$ cat src/rtl/pu_seq_ctrl.sv
// Operand sequencer for the PU: gathers four operands from a serial stream,
// fires one PU job, waits the pipeline latency and holds the result.
module pu_seq_ctrl #(
    parameter int XLEN   = 5,
    parameter int PU_LAT = 3,
    parameter int CNT_W  = 8
) (
    input  logic             clk,
    input  logic             rst,
    input  logic             flush,
    input  logic             in_valid,
    input  logic [XLEN-1:0]  in_data,
    output logic             in_ready,
    output logic [XLEN-1:0]  num1,
    output logic [XLEN-1:0]  num2,
    output logic [XLEN-1:0]  num3,
    output logic [XLEN-1:0]  num4,
    output logic             pu_load,
    input  logic [XLEN-1:0]  pu_result,
    output logic             out_valid,
    output logic [XLEN-1:0]  out_data,
    input  logic             out_ready,
    output logic             busy,
    output logic [CNT_W-1:0] job_cnt
);

    localparam int LAT_W = $clog2(PU_LAT + 1);
    localparam logic [LAT_W-1:0] LAT_INIT = LAT_W'(PU_LAT - 1);

    typedef enum logic [1:0] {
        COLLECT,
        ISSUE,
        WAIT,
        HOLD
    } state_e;

    state_e           state_q, state_d;
    logic [1:0]       idx_q, idx_d;
    logic [LAT_W-1:0] lat_q, lat_d;
    logic [XLEN-1:0]  num_q [4];
    logic [XLEN-1:0]  num_d [4];
    logic [XLEN-1:0]  out_data_q, out_data_d;
    logic [CNT_W-1:0] job_q, job_d;

    // Handshake/strobe outputs decode from registered state only
    assign in_ready  = (state_q == COLLECT);
    assign pu_load   = (state_q == ISSUE);
    assign out_valid = (state_q == HOLD);
    assign busy      = (state_q != COLLECT) || (idx_q != 2'd0);
    assign num1      = num_q[0];
    assign num2      = num_q[1];
    assign num3      = num_q[2];
    assign num4      = num_q[3];
    assign out_data  = out_data_q;
    assign job_cnt   = job_q;

    // Next-state logic; flush overrides everything except held operands
    always_comb begin
        state_d    = state_q;
        idx_d      = idx_q;
        lat_d      = lat_q;
        num_d      = num_q;
        out_data_d = out_data_q;
        job_d      = job_q;
        unique case (state_q)
            COLLECT: begin
                if (in_valid) begin
                    num_d[idx_q] = in_data;
                    idx_d        = idx_q + 2'd1;
                    if (idx_q == 2'd3) begin
                        idx_d   = 2'd0;
                        state_d = ISSUE;
                    end
                end
            end
            ISSUE: begin
                lat_d   = LAT_INIT;
                state_d = WAIT;
            end
            WAIT: begin
                if (lat_q == '0) begin
                    out_data_d = pu_result;
                    state_d    = HOLD;
                end else begin
                    lat_d = lat_q - 1'b1;
                end
            end
            HOLD: begin
                if (out_ready) begin
                    job_d   = job_q + 1'b1;
                    state_d = COLLECT;
                end
            end
            default: state_d = COLLECT;
        endcase
        if (flush) begin
            state_d    = COLLECT;
            idx_d      = 2'd0;
            num_d      = num_q;
            out_data_d = out_data_q;
            job_d      = job_q;
        end
    end

    // State and datapath registers, cleared asynchronously
    always_ff @(posedge clk or negedge rst) begin
        if (!rst) begin
            state_q    <= COLLECT;
            idx_q      <= 2'd0;
            lat_q      <= '0;
            num_q      <= '{default: '0};
            out_data_q <= '0;
            job_q      <= '0;
        end else begin
            state_q    <= state_d;
            idx_q      <= idx_d;
            lat_q      <= lat_d;
            num_q      <= num_d;
            out_data_q <= out_data_d;
            job_q      <= job_d;
        end
    end

endmodule

$ cat config.mk
export PLATFORM = sky130hd
export DESIGN_NAME = pu_seq_ctrl
export DESIGN_NICKNAME = d
export VERILOG_FILES = /design/src/rtl/pu_seq_ctrl.sv
export SDC_FILE = /design/constraint.sdc
export NUM_CORES = 1
export LEC_CHECK = 0
export CAP_MARGIN = 20
export CELL_PAD_IN_SITES_DETAIL_PLACEMENT = 0
export CELL_PAD_IN_SITES_GLOBAL_PLACEMENT = 1
export CORE_MARGIN = 3
export CORE_UTILIZATION = 41
export CTS_BUF_LIST = sky130_fd_sc_hd__clkbuf_4
export CTS_CLUSTER_DIAMETER = 30
export DETAILED_ROUTE_END_ITERATION = 6
export GPL_TIMING_DRIVEN = 0
export PLACE_DENSITY = 0.83
export REMOVE_ABC_BUFFERS = 1
export SYNTH_ARGS = -nofsm -noshare
export SYNTH_HDL_FRONTEND = slang
export SYNTH_SLANG_ARGS = --single-unit
export TNS_END_PERCENT = 10
$ cat constraint.sdc
create_clock -name clk -period 5.3 [get_ports clk]
set_clock_uncertainty 0.05 [all_clocks]
set_input_delay 1.06 -clock clk [delete_from_list [all_inputs] [get_ports clk]]
set_output_delay 1.06 -clock clk [all_outputs]
set_load 0.05 [all_outputs]
After elaboration in Yosys (flattened, before gate mapping)
Cells that the tools add are included.
Operators by class
  add/subtract/negate cells: 3
  reduce and logical (&&, ||, !) cells: 15
  equal/unequal tests: 9
  shift-type cells: 0
  multipliers: 0
  order comparisons: 2
  divide/modulo/power cells: 0
  mux-type cells: 15
  bitwise gates (word level): 2
Operators by type and width (number)
  bitwise mux 20 bit: 1
  2-to-1 mux 2 bit: 10
  demux 5 bit (select 2 bit): 1
  nonzero test 2 bit: 5
  AND reduction 3 bit: 3
  adder 8 x 1 -> 8 bit, second input constant: 1
  one-hot mux 2 bit (4 select lines): 1
  equality test 2 bit, second input constant: 3
  inequality test 3 x 2 -> 1 bit, second input constant: 2
  inequality test 3 bit, second input constant: 2
  2-to-1 mux 5 bit: 1
  logical NOT 2 bit: 2
  one-hot mux 2 bit (2 select lines): 1
  AND reduction 2 bit: 2
  AND reduction 4 bit: 1
  greater-or-equal comparator 3 bit, second input constant: 1
  < comparator 3 x 1 -> 1 bit, second input constant: 1
  inverter 2 -> 3 bit: 1
  adder 2 x 1 -> 2 bit, second input constant: 1
  equality test 2 x 1 -> 1 bit, second input constant: 1
  inequality test 2 bit, second input constant: 1
  subtractor 2 x 1 -> 2 bit, second input constant: 1
  logical AND 1 bit: 1
  logical OR 1 bit: 1
  inverter 1 bit: 1
Storage, ports and cells
  memories: 0
  ROM bits: 0
  register bits: 39
  latch bits: 0
  word-level logic and storage cells: 55
  bits in writable memories: 0
  input bits: 15

Longest topological paths before layout
Gate-level depths: netlist (run 1).
  word-level depth: 6
  gate-level depth with buffers: 6
  mapped depth without buffers: 6

Worst setup path after synthesis (run 1)
Ideal clock, no wire load.
  path type: reg2out
  start: register state_q[0]
  end: output port in_ready
  path slack: 3.190 ns
  required time: 4.190 ns
  arrival: 1.000 ns
  stages on the path, launching flop included: 3
  cell sequence: dfrtp_1 inv_1 ha_1
Between the ends
  cells in the longest elaborated chain, start to end: 1
Ends and longest elaborated chain
  from (decl): line 37  | state_e state_q, state_d;
  from (signal assigned): line 115  | state_q <= state_d;
  logical NOT 2 bit: line 46  | assign in_ready = (state_q == COLLECT);
  to (decl): line 13  | output logic in_ready,
Every way passes these cells.

Final worst setup path (run 1)
Same ends and word-level chain as after synthesis.

==> metrics.cfg, run 1 <==
[floorplan]
ioPinCount=52
fp.dieH_um=71.30
initial_core_util_pct=43.08
coreArea_sq_um=4058
num_rows=23
dieArea_sq_um=5083
die-width_um=71.30

[yosys]
synth.avg_cell_area_sq_um=13.55
netlist_area_sq_um=1748
yosysTopAreaCellShare_pct=55.83
synth_area_leaders=dfrtp_1 (56%), mux2_2 (17%), ha_1 (7.9%), xnor2_1 (2.5%), nand2_1 (2.4%)
synth_cell_type_count=25
yosys_warnings=0
yosysTopAreaCell=dfrtp_1
netlist_instances=129
ys_seq_area_share_pct=55.83
synth_seq_cells=39

[timing]
hold_viol_final=0
setup_viol=0
maxSlewViolCount=0
rsz0062_at_grt=false
period_minus_slack_ps=3089
fin_setup_tns_ps=0
hold_ws_ps=442.1
fin_crit_sh_pct=58.29
maxSlewHeadroom_pct=43.40
worst_pin_slew_ps=849.1
setup_ws_ps=2211
timing.fmax_ghz=0.3237

[clocking]
cts_setup_buffers=0
cts_made_buffers=5
clock_latency_ps=330
cts_resized=0
cts.sinks=39
htreeDepth=2
cts_root_buffer=clkbuf_4
hold_buffers=0
clockBufferDepth=2
clk_pin_slew_ps=110
cts_tree=done

[grt]
grt_antenna_before_repair=0
grtUsageTotal_pct=15.15
grt_max_degree=40
grt_pass1_wl_mm=6.009
first_global_vias=1253
grt_overflow=0

[placed_design]
dpl.hpwl_mm=2.686
place_congestion=0.7739
dp_worst_setup_slack_ps=2579
placement.io_buffers=51

[final_layout]
drive_gt1_share_pct=21.39
n_antenna_cell=0
layout.nets=212
syn2layout_area_growth_pct=34.86
nFillCells=339

[route]
num_vias=1184
wl_mm=3.432
first_pass_iters=3
post_drt_wl_per_cell_um=14.48
antenna_left=0
viasPerCell=4.996
drt_iter0_markers=57
drc=0

[power]
p_switching_uw=348.4
leakagePower_uw=0.001091
switching_share_pct=39.56
peakVddDrop_uv=133.2
power.density_nw_per_um2=373.7
pwr-share-comb_pct=41.4
seq_power_share_pct=42.7
p_clk_share_pct=15.8
intPower_uw=532.4
p_total_uw=880.8

[worst_setup_path]
critPathCaptureType=output port
path_delay_family=buffers and inverters
slowest_stage=clkdlybuf4s50_1
crit_type=reg -> out
required_ps=4190
startpoint_type=flip-flop
critPathArrivalTime_ps=1980
rrSetupSlack_ps=3450
max_stage_delay_ps=830
crit_buf_inv=2
path_cells=inv_1 > ha_1 > clkdlybuf4s50_1
path_max_fanout=5

[worst_hold_path]
min_path_type=reg -> reg

[run]
maxCapViolCount=0

[run_status]
status=complete, no violations

worst register-to-register path, cell delays in order, from the launching register on:
cell     delay, ps
dfrtp_1        390
inv_1          100
ha_1           260
and2b_4        210
nor4_4         330
mux2_2         370
nor2_1          90
layer usage:
layer | GRT usage [%] | routed length [um] | up-vias
li1 | - | - | 557
met1 | 18.55 | 1460 | 577
met2 | 23.98 | 1642 | 48
met3 | 5.049 | 307 | 2
met4 | 7.516 | 22 | 0
met5 | 0 | 0 | -
registers in the layout (all words and copies together), names as in the netlist:
signal    flops
num2          5
num3          5
num1          5
idx_q         2
job_cnt       8
num4          5
lat_q         2
state_q       2
out_data      5
metrics by stage:
stage	instances	cell area, sq um	util (%)
floorplan	128	1737	-
global placement	229	2310	56.92
detailed placement	229	2305	56.80
CTS	237	2357	58.09
global route	237	2357	58.09
finish	237	2357	58.09
layout by cell type, fill, tap and decap left out, drive strengths merged:
cell type and n:
a21o 1, a21oi 4, and2b 1, and3 2, and3b 2, and4 1
buf 1, clkbuf 5, clkdlybuf4s50 50, clkinv 2, clkinvlp 1, dfrtp 39
ha 11, inv 6, mux2 27, nand2 11, nand2b 1, nand3 1
nand3b 1, nand4 2, nor2 3, nor2b 4, nor3 3, nor4 1
xnor2 5, xor2 2
worst paths after layout:
path,startpoint,to,cells after the start
max,state_q[0],in_ready,3
min,job_cnt[7],job_cnt[7],1
max reg2reg,state_q[0],state_q[0],6
min reg2reg,job_cnt[7],job_cnt[7],1
max in group asynchronous,rst,num2[1],1
min in group asynchronous,rst,num2[3],1
area by class of cell:
type                       count  area, sq um  area share (%)
clock inverter                 3        15.01          0.6369
multi-input combinational     83        738.2           31.32
clock buffer                   5        37.54           1.592
inverter                       6        22.52          0.9554
timing repair buffer          51        505.5           21.44
sequential                    39        975.9           41.40
tap                           50        62.56           2.654
kinds of logic after synthesis:
kind of cell,count (synthesis),share of synthesized area [%]
and+or+nand+nor,33,11.88
adders and majority gates,11,7.874
buffers and inverters,7,1.933
AOI/OAI and AO/OA,5,1.575
xor gates and xnor gates,7,3.508
DFF,39,55.83
muxes,27,17.39
Yosys cell counts, drive strengths merged:
master  instances
and4            1
inv             6
nand4           2
xnor2           5
nand2          11
ha             11
nor2b           4
mux2           27
nor4            1
nand3b          1
and3b           2
buf             1
nor2            3
a21oi           4
and3            2
xor2            2
and2b           1
a21o            1
dfrtp          39
nand2b          1
nor3            3
nand3           1
power by group through the flow:
stage	clock (uW)	combinational (uW)	sequential [uW]
floorplan	0	71.8	545
global placement	0	363	381
detailed placement	0	368	383
CTS	147	369	377
global route	164	382	383
finish	140	365	376
Note: power is estimated with default switching activity, not from simulation.
==> run 2, diff against run 1 <==
Settings changed: CORE_UTILIZATION 41 to 38, PLACE_DENSITY 0.83 to 0.78.
Clock period 5.3 ns to 3 ns, I/O delays scaled along.
==> metrics.cfg, run 2 (synthesized netlist as in run 1, its figures left out) <==
[run_status]
status=complete, no violations

[route]
antenna_left=0  ; unchanged
post_drt_wl_per_cell_um=14.51  ; +0.20%
drt_iter0_markers=43  ; -25%
viasPerCell=4.816  ; -3.6%
wl_mm=3.468  ; +1.0%
first_pass_iters=4  ; +1
num_vias=1151  ; -2.8%
drc=0  ; unchanged

[clocking]
clk_pin_slew_ps=110  ; about the same
clock_latency_ps=330  ; about the same
cts_setup_buffers=0  ; unchanged
cts.sinks=39  ; unchanged
clockBufferDepth=2  ; unchanged
hold_buffers=0  ; unchanged
cts_resized=0  ; unchanged
cts_made_buffers=5  ; unchanged
cts_tree=done
cts_root_buffer=clkbuf_4
htreeDepth=2  ; unchanged

[power]
leakagePower_uw=0.001107  ; +1.5%
power.density_nw_per_um2=693.5  ; +86%
p_total_uw=1653  ; +88%
seq_power_share_pct=40.5  ; -2.2 points
p_clk_share_pct=20.5  ; +4.7 points
intPower_uw=1025  ; +93%
p_switching_uw=627.7  ; +80%
switching_share_pct=37.97  ; -1.6 points
peakVddDrop_uv=324.4  ; +140%
pwr-share-comb_pct=39.0  ; -2.4 points

[worst_setup_path]
critPathArrivalTime_ps=1950  ; -30 ps
cp-endpoint=in_ready
rr_endpoint=state_q[0]
rr_startpoint=state_q[0]
critPathCaptureType=output port
path_max_fanout=5  ; unchanged
rrSetupSlack_ps=1200  ; -2250 ps
crit_type=reg -> out
required_ps=2350  ; -1840 ps
cp-startpoint=state_q[0]
startpoint_type=flip-flop
reg2regPathDepth=6  ; unchanged

[final_layout]
layout.nets=212  ; unchanged
layout_commonest_cell=clkdlybuf4s50_1
n_antenna_cell=0  ; unchanged
final_cell_mix=clkdlybuf4s50_1 (50), dfrtp_1 (39), mux2_2 (27)
syn2layout_area_growth_pct=36.36
layoutNonFillerInstCount=239  ; +0.84%
final_util_pct=54.37  ; -3.7 points
drive_gt1_share_pct=21.93  ; +0.53 points
largest_reg_flops=8  ; unchanged

[timing]
maxSlewViolCount=0  ; unchanged
rsz0062_at_grt=false
setup_ws_ps=400.1  ; -1811 ps
period_minus_slack_ps=2600
maxSlewHeadroom_pct=42.50  ; -0.89 points
worst_pin_slew_ps=862.5  ; +13.40 ps
fin_crit_sh_pct=86.66
setup_viol=0  ; unchanged
timing.fmax_ghz=0.3846
hold_viol_final=0  ; unchanged
fin_setup_tns_ps=0  ; unchanged

[floorplan]
ioPinCount=52  ; unchanged
coreArea_sq_um=4384  ; +8.0%
initial_core_util_pct=39.87  ; -3.2 points
fp.dieH_um=73.82  ; +3.5%
dieArea_sq_um=5449  ; +7.2%
num_rows=24  ; +4.3%
die-width_um=73.82  ; +3.5%

[worst_hold_path]
min_path_type=in -> async

[grt]
grt_pass1_wl_mm=5.968  ; -0.68%
grt_overflow=0  ; unchanged
grt_max_degree=40  ; unchanged
grtUsageTotal_pct=14.35  ; -0.80 points
grt_antenna_before_repair=0  ; unchanged
first_global_vias=1228  ; -2.0%

[placed_design]
placement.io_buffers=51  ; unchanged
dpl.hpwl_mm=2.687  ; about the same
place_congestion=0.6895  ; -11%
dp_cells=231  ; +0.87%
dp_worst_setup_slack_ps=732.8  ; -1846 ps

[run]
maxCapViolCount=0  ; unchanged

-- run 2: cell types whose count changed in the layout (fill, tap and decap cells not counted), sizes merged --
cell,previous run,this run
clkinvlp,1,0
bufinv,0,1
-- run 2: worst min-delay path by stage --
stage / end / slack [ps] / cells past startpoint
2_1_floorplan: idx_q[0] / 250 / 0
3_3_place_gp: job_cnt[7] / 410 / 1
3_5_place_dp: job_cnt[7] / 420 / 1
4_1_cts: num4[2] / 320 / 1
5_1_grt: num4[3] / 360 / 1
6_report: job_cnt[7] / 310 / 1
-- run 2: per-layer routing --
metal / up-vias / share of wire, % / GRT usage [%] / wire length, um
met4: 0 / 1.2 / 4.225 / 40
met2: 48 / 44 / 21.16 / 1528
met5: - / 0 / 0 / 0
met3: 6 / 11 / 5.882 / 368
met1: 546 / 44 / 19.34 / 1530
li1: 551 / - / - / -
-- run 2: cell type report --
class | count | area, sq um
Inverter | 6 | 22.52
Fill cell | 362 | 2001
Clock inverter | 3 | 38.79
Multi-Input combinational cell | 83 | 738.2
Sequential cell | 39 | 975.9
Tap cell | 52 | 65.06
Clock buffer | 5 | 37.54
Timing Repair Buffer | 51 | 505.5
-- run 2: power groups by stage --
stage	sequential [uW]	clock [uW]	combinational (uW)
floorplan	962	0	127
global placement	674	0	642
detailed placement	681	0	652
CTS	670	355	652
global route	680	373	677
finish	670	339	645
-- run 2: worst max-delay path, cell delays in order (launching register included) --
cell and delay, ps:
dfrtp_1 410, inv_1 120, ha_1 250, clkdlybuf4s50_1 830
-- run 2: per-stage QoR --
step	hold WS, ps	cell area (sq um)
final	308.5	2384
after global routing	359.3	2384
after CTS	318.7	2384
after detailed placement	415.3	2307
after global placement	410.6	2312
after floorplan	254.4	1737
==> run 3, diff against run 2 <==
Settings changed: CTS_CLUSTER_SIZE from default to 16, SKIP_CTS_REPAIR_TIMING from default to 1.
==> results of run 3 <==
The final DEF is identical to that of run 2; final timing and power are the same.
